**config.mk**
```make
export PLATFORM = sky130hd
export DESIGN_NAME = ex_mem_reg
export DESIGN_NICKNAME = d
export VERILOG_FILES = /design/src/rtl/ex_mem_reg.sv
export SDC_FILE = /design/constraint.sdc
export NUM_CORES = 1
export LEC_CHECK = 0
export ABC_CLOCK_PERIOD_IN_PS = 1800
export CORE_MARGIN = 4
export CORE_UTILIZATION = 31
export CTS_CLUSTER_DIAMETER = 80
export CTS_CLUSTER_SIZE = 10
export DETAILED_ROUTE_END_ITERATION = 10
export GPL_TIMING_DRIVEN = 0
export PLACE_DENSITY = 0.53
export SYNTH_ARGS = -nofsm -noshare
export SYNTH_HDL_FRONTEND = slang
export SYNTH_SLANG_ARGS = --single-unit
```
**constraint.sdc**
```tcl
create_clock -name clk -period 1.8 [get_ports clk]
set_input_delay 0.36 -clock clk [delete_from_list [all_inputs] [get_ports clk]]
set_output_delay 0.36 -clock clk [all_outputs]
set_load 0.01 [all_outputs]
```
**src/rtl/ex_mem_reg.sv**
```systemverilog
// EX/MEM pipeline register: two-entry skid buffer (head drives the memory side)
// with request sanitising and a sticky misaligned-access trap.
module ex_mem_reg (
  input  logic        clk,
  input  logic        rst,
  input  logic        inValid,
  output logic        inReady,
  input  logic [1:0]  inMemRead,
  input  logic [1:0]  inMemWrite,
  input  logic [15:0] inAddr,
  input  logic [15:0] inWriteData,
  input  logic        inRegWrite,
  input  logic [3:0]  inDestReg,
  input  logic        stall,
  input  logic        flush,
  output logic        outValid,
  output logic [1:0]  memRead,
  output logic [1:0]  memWrite,
  output logic [15:0] addr,
  output logic [15:0] writeData,
  output logic        regWrite,
  output logic [3:0]  destReg,
  output logic        misalign,
  output logic [15:0] faultAddr
);

  localparam int unsigned OP_W   = 2;
  localparam int unsigned ADDR_W = 16;
  localparam int unsigned DATA_W = 16;
  localparam int unsigned REG_W  = 4;
  localparam int unsigned BYTE_W = 8;

  localparam logic [OP_W-1:0] OP_NONE = 2'b00;
  localparam logic [OP_W-1:0] OP_WORD = 2'b01;
  localparam logic [OP_W-1:0] OP_BYTE = 2'b10;
  localparam logic [OP_W-1:0] OP_ILL  = 2'b11;

  typedef struct packed {
    logic [OP_W-1:0]   mem_read;
    logic [OP_W-1:0]   mem_write;
    logic [ADDR_W-1:0] addr;
    logic [DATA_W-1:0] write_data;
    logic              reg_write;
    logic [REG_W-1:0]  dest_reg;
  } entry_t;

  entry_t            head_q, head_d, skid_q, skid_d, in_ent;
  logic              head_vld_q, head_vld_d, skid_vld_q, skid_vld_d;
  logic              ready_q, ready_d;
  logic              misalign_q, misalign_d;
  logic [ADDR_W-1:0] fault_q, fault_d;
  logic [OP_W-1:0]   dec_rd, dec_wr;
  logic              in_mis, accept, retire;

  // Sanitise the incoming request: drop illegal codes, read wins a read/write clash,
  // misaligned word accesses become bubbles that still occupy a slot.
  always_comb begin
    dec_rd = (inMemRead  == OP_ILL) ? OP_NONE : inMemRead;
    dec_wr = (inMemWrite == OP_ILL) ? OP_NONE : inMemWrite;
    if (inMemRead != OP_NONE && inMemWrite != OP_NONE) begin
      dec_wr = OP_NONE;
    end
    in_mis = ((dec_rd == OP_WORD) || (dec_wr == OP_WORD)) && inAddr[0];

    in_ent            = '0;
    in_ent.mem_read   = in_mis ? OP_NONE : dec_rd;
    in_ent.mem_write  = in_mis ? OP_NONE : dec_wr;
    in_ent.reg_write  = in_mis ? 1'b0 : inRegWrite;
    in_ent.addr       = inAddr;
    in_ent.dest_reg   = inDestReg;
    in_ent.write_data = (dec_wr == OP_BYTE)
                        ? {BYTE_W'(0), inWriteData[BYTE_W-1:0]}
                        : inWriteData;
  end

  // Next-state for the two entries, ready flag and fault trap.
  always_comb begin
    head_d     = head_q;
    skid_d     = skid_q;
    head_vld_d = head_vld_q;
    skid_vld_d = skid_vld_q;
    accept     = inValid & ready_q & ~flush;
    retire     = head_vld_q & ~stall;

    if (flush) begin
      head_vld_d = 1'b0;
      skid_vld_d = 1'b0;
    end else if (retire && skid_vld_q) begin
      head_d     = skid_q;
      head_vld_d = 1'b1;
      skid_vld_d = accept;
      if (accept) begin
        skid_d = in_ent;
      end
    end else if (retire || !head_vld_q) begin
      head_vld_d = accept;
      if (accept) begin
        head_d = in_ent;
      end
    end else if (accept) begin
      skid_d     = in_ent;
      skid_vld_d = 1'b1;
    end

    // An empty head shows no memory/writeback request; address and data hold.
    if (!head_vld_d) begin
      head_d.mem_read  = OP_NONE;
      head_d.mem_write = OP_NONE;
      head_d.reg_write = 1'b0;
    end

    ready_d    = ~skid_vld_d;
    misalign_d = misalign_q | (accept & in_mis);
    fault_d    = (accept && in_mis && !misalign_q) ? inAddr : fault_q;
  end

  always_ff @(posedge clk or negedge rst) begin
    if (!rst) begin
      head_q     <= '0;
      skid_q     <= '0;
      head_vld_q <= 1'b0;
      skid_vld_q <= 1'b0;
      ready_q    <= 1'b0;
      misalign_q <= 1'b0;
      fault_q    <= '0;
    end else begin
      head_q     <= head_d;
      skid_q     <= skid_d;
      head_vld_q <= head_vld_d;
      skid_vld_q <= skid_vld_d;
      ready_q    <= ready_d;
      misalign_q <= misalign_d;
      fault_q    <= fault_d;
    end
  end

  assign inReady   = ready_q;
  assign outValid  = head_vld_q;
  assign memRead   = head_q.mem_read;
  assign memWrite  = head_q.mem_write;
  assign addr      = head_q.addr;
  assign writeData = head_q.write_data;
  assign regWrite  = head_q.reg_write;
  assign destReg   = head_q.dest_reg;
  assign misalign  = misalign_q;
  assign faultAddr = fault_q;

endmodule

```
==> qor.tcl <==
set qor(postSynthNetCount) 376
set qor(portBuffers) 105
set qor(layout.filler_cells) 1345
set qor(worst_skew_pair.late_latency_ps) 350
set qor(clock_tree_from_tritoncts) {built}
set qor(grt_antenna_before_repair) 0
set qor(drt_iter0_markers) 80
set qor(syn_area_per_cell_sq_um) 13.9
set qor(hold_path_class) {in -> async}
set qor(number_of_warnings_reported_in_the_yosys_synthesis_log) 0
set qor(grt_pass1_vias) 3298
set qor(hold_viol_final) 0
set qor(grt_pass1_wl_um) 17800
set qor(period_share_pct) 95.5
set qor(cts_inserted_buffers) 9
set qor(wirelength_um) 10900
set qor(ant_nets) 0
set qor(die_x_um) 129
set qor(vias_per_cell) 4.74
set qor(timing.rr.end) {destReg[1]}
set qor(yosys_top_cell_area_share_pct) 55.8
set qor(grt_setup_unrepaired) {yes}
set qor(relSlewSlack_pct) 58.1
set qor(r2r_path_start) {outValid}
set qor(regToRegSetupSlack_ps) 90
set qor(floorplan.core_area_sq_um) 14500
set qor(synth_cell_type_count) 38
set qor(layout_setup_ws_ps) 81.1
set qor(ys.flop_type) {sky130_fd_sc_hd__dfrtp_1}
set qor(worstRegToRegCells) 5
set qor(critPathLaunchType) {input port}
set qor(status) {finished, final reports clean}
set qor(power.density_cell_area_nw_per_um2) 999
set qor(drv_slew) 0
set qor(design.final.nets) 499
set qor(layout_min_cycle_time_ps) 1720
set qor(vdd_ir_drop_max_mv) 0.469
set qor(h_tree_level_count) 3
set qor(netlist_top_cells_area) {sky130_fd_sc_hd__dfrtp_1 (56%), sky130_fd_sc_hd__mux2_2 (25%), sky130_fd_sc_hd__mux2i_1 (4.2%), sky130_fd_sc_hd__and4b_1 (2.0%), sky130_fd_sc_hd__inv_1 (1.6%)}
set qor(critical_path_required_ps) 2030
set qor(timing_worst_setup_path_type) {in -> reg}
set qor(final-setup-viol-count) 0
set qor(synth_cells) 330
set qor(detail_route.drc_violations) 0
set qor(insertedDiodeCount) 0
set qor(place.gp.congestion) 0.773
set qor(cts_sinks) 102
set qor(route.detailed.wl_per_inst_um) 17.0
set qor(grtUsageTotal_pct) 13.8
set qor(largest_net_degree_at_the_start_of_global_routing) 58
set qor(detailedPlace.worstSlack_ps) -791
set qor(tightestPinTransition_ps) 629
set qor(synth-edff-count) 0
set qor(critPathMaxFanout) 10
set qor(synth.largest_area_cell) {sky130_fd_sc_hd__dfrtp_1}
set qor(num_rows) 44
set qor(synth-seq-cells) 102
set qor(dieArea_sq_um) 16800
set qor(die_height_um) 129
set qor(synth_area_sq_um) 4570
set qor(share_of_post_route_cells_with_drive_strength_above_1_pct) 33.6
set qor(final_core_utilization_pct) 43.3
set qor(worst_ep_arrival_ps) 1950
set qor(crit_path_end_kind) {flop}
set qor(ioPinCount) 106
set qor(clock.fmax_mhz) 582
set qor(dr_total_vias) 3041
set qor(cts.clk_slew.worst_paths_ps) 70
set qor(cts-hold-fix-buffers) 0
set qor(cts.root.buffer_cell) {sky130_fd_sc_hd__clkbuf_16}
set qor(drv.max_cap_violation_count) 0
set qor(dp_hpwl_um) 7520
set qor(finalSetupTns_ps) 0
set qor(fraction_of_the_yosys_area_taken_by_sequential_cells_pct) 55.8
set qor(firstDrtPassIters) 4
set qor(synthArstFlopShare_pct) 100
set qor(clock_path_buffers) 2
set qor(initial_cell_density_of_the_core_pct) 31.6
set qor(grt_overflow_total) 0
set qor(timing.clock.skew_ps) 9.79
set qor(synthToLayoutAreaGrowth_pct) 37.1
set qor(p_leak_uw) 0.00276
synth_stat cells, types with 2 or more instances:
master and number:
sky130_fd_sc_hd__a31o_2 2, sky130_fd_sc_hd__a31oi_1 8, sky130_fd_sc_hd__and4b_1 9, sky130_fd_sc_hd__buf_2 8, sky130_fd_sc_hd__buf_4 3, sky130_fd_sc_hd__buf_6 3
sky130_fd_sc_hd__clkbuf_1 5, sky130_fd_sc_hd__dfrtp_1 102, sky130_fd_sc_hd__inv_1 20, sky130_fd_sc_hd__mux2_2 103, sky130_fd_sc_hd__mux2i_1 19, sky130_fd_sc_hd__nand2_1 13
sky130_fd_sc_hd__nand2b_1 2, sky130_fd_sc_hd__nor2_1 2, sky130_fd_sc_hd__nor2b_1 3, sky130_fd_sc_hd__o21ai_0 6
worst max-delay path, cell delays in order:
cell and delay (ps):
sky130_fd_sc_hd__clkdlybuf4s50_1 450, sky130_fd_sc_hd__buf_2 210, sky130_fd_sc_hd__a221oi_4 210, sky130_fd_sc_hd__buf_4 200
sky130_fd_sc_hd__buf_6 170, sky130_fd_sc_hd__mux2_2 340
sequential cells by signal (all words and copies together) (netlist names):
signal	cells
skid_q	41
addr	16
faultAddr	16
writeData	16
destReg	4
memRead	2
memWrite	2
inReady	1
misalign	1
outValid	1
regWrite	1
skid_vld_q	1
cell usage in the layout, fill, tap and decap left out, types with 8 or more instances in the layout:
cell                              count
sky130_fd_sc_hd__clkdlybuf4s50_1    100
sky130_fd_sc_hd__clkbuf_16            9
sky130_fd_sc_hd__buf_4               15
sky130_fd_sc_hd__and4b_1              9
sky130_fd_sc_hd__nand2_1             12
sky130_fd_sc_hd__a31oi_1              8
sky130_fd_sc_hd__mux2_2             103
sky130_fd_sc_hd__mux2i_1             19
sky130_fd_sc_hd__inv_1               20
sky130_fd_sc_hd__dfrtp_1            101
final cells by class:
type                    instances  area (sq um)  area share [%]
plain buffers                  18           138            2.19
clock buffers                  11           243            3.87
clock inverters                 5          58.8           0.938
inverters                      20          75.1            1.20
multi-input cells             189          1850            29.4
flip-flops and latches        102          2550            40.7
well taps                     184           230            3.67
repair buffers                113          1130            18.0
timing repair:
action | 4_1_cts | 5_1_grt
resized for setup | 13 | 6
buffers inserted | 6 | 1
cloned | 0 | 0
pin swaps | 3 | 1
setup endpoints to repair | 87 | 20
layer usage:
metal	share of wire (%)	global-route usage, %	wire [um]
met1	44	17.8	4800
met2	46	21.3	4980
met3	8.7	5.15	949
met4	1.5	5.13	164
met5	0	0	0
through the flow:
stage                     hold slack, ps  power (uW)  cell area (sq um)  std cells
after floorplan                     64.4        3620               4570        330
final                               25.5        6270               6270        642
after global routing                69.5        6640               6270        642
after CTS                           47.4        6360               6250        641
after detailed placement             422        4350               5880        620
after global placement               454        4300               5860        619
report_power, final:
group          total (uW)  internal (uW)  leakage [uW]  switching (uW)
Clock                1970           1120      0.000142             855
Combinational        1320            812       0.00137             508
Sequential           2970           2750       0.00126             224
cells by family (layout without fill, tap and decap cells):
kind of cell    count (synthesis)  after routing  share of synthesized area, %
compound gates                 26             26                          4.38
buf+inv                        39            167                          4.16
flops                         102            102                          55.8
mux                           123            123                          29.8
simple gates                   40             40                          5.91
worst max path at each step:
stage,from,end,slack [ps],depth (start not counted)
after global routing,outValid,addr[11],-20,5
after floorplan,outValid,addr[3],30,5
final,flush,addr[11],80,6
after global placement,rst,skid_q[7],-3730,1
after CTS,inMemRead[1],writeData[13],30,5
after detailed placement,inValid,addr[3],-790,5
(Power assumes the default switching activity.)
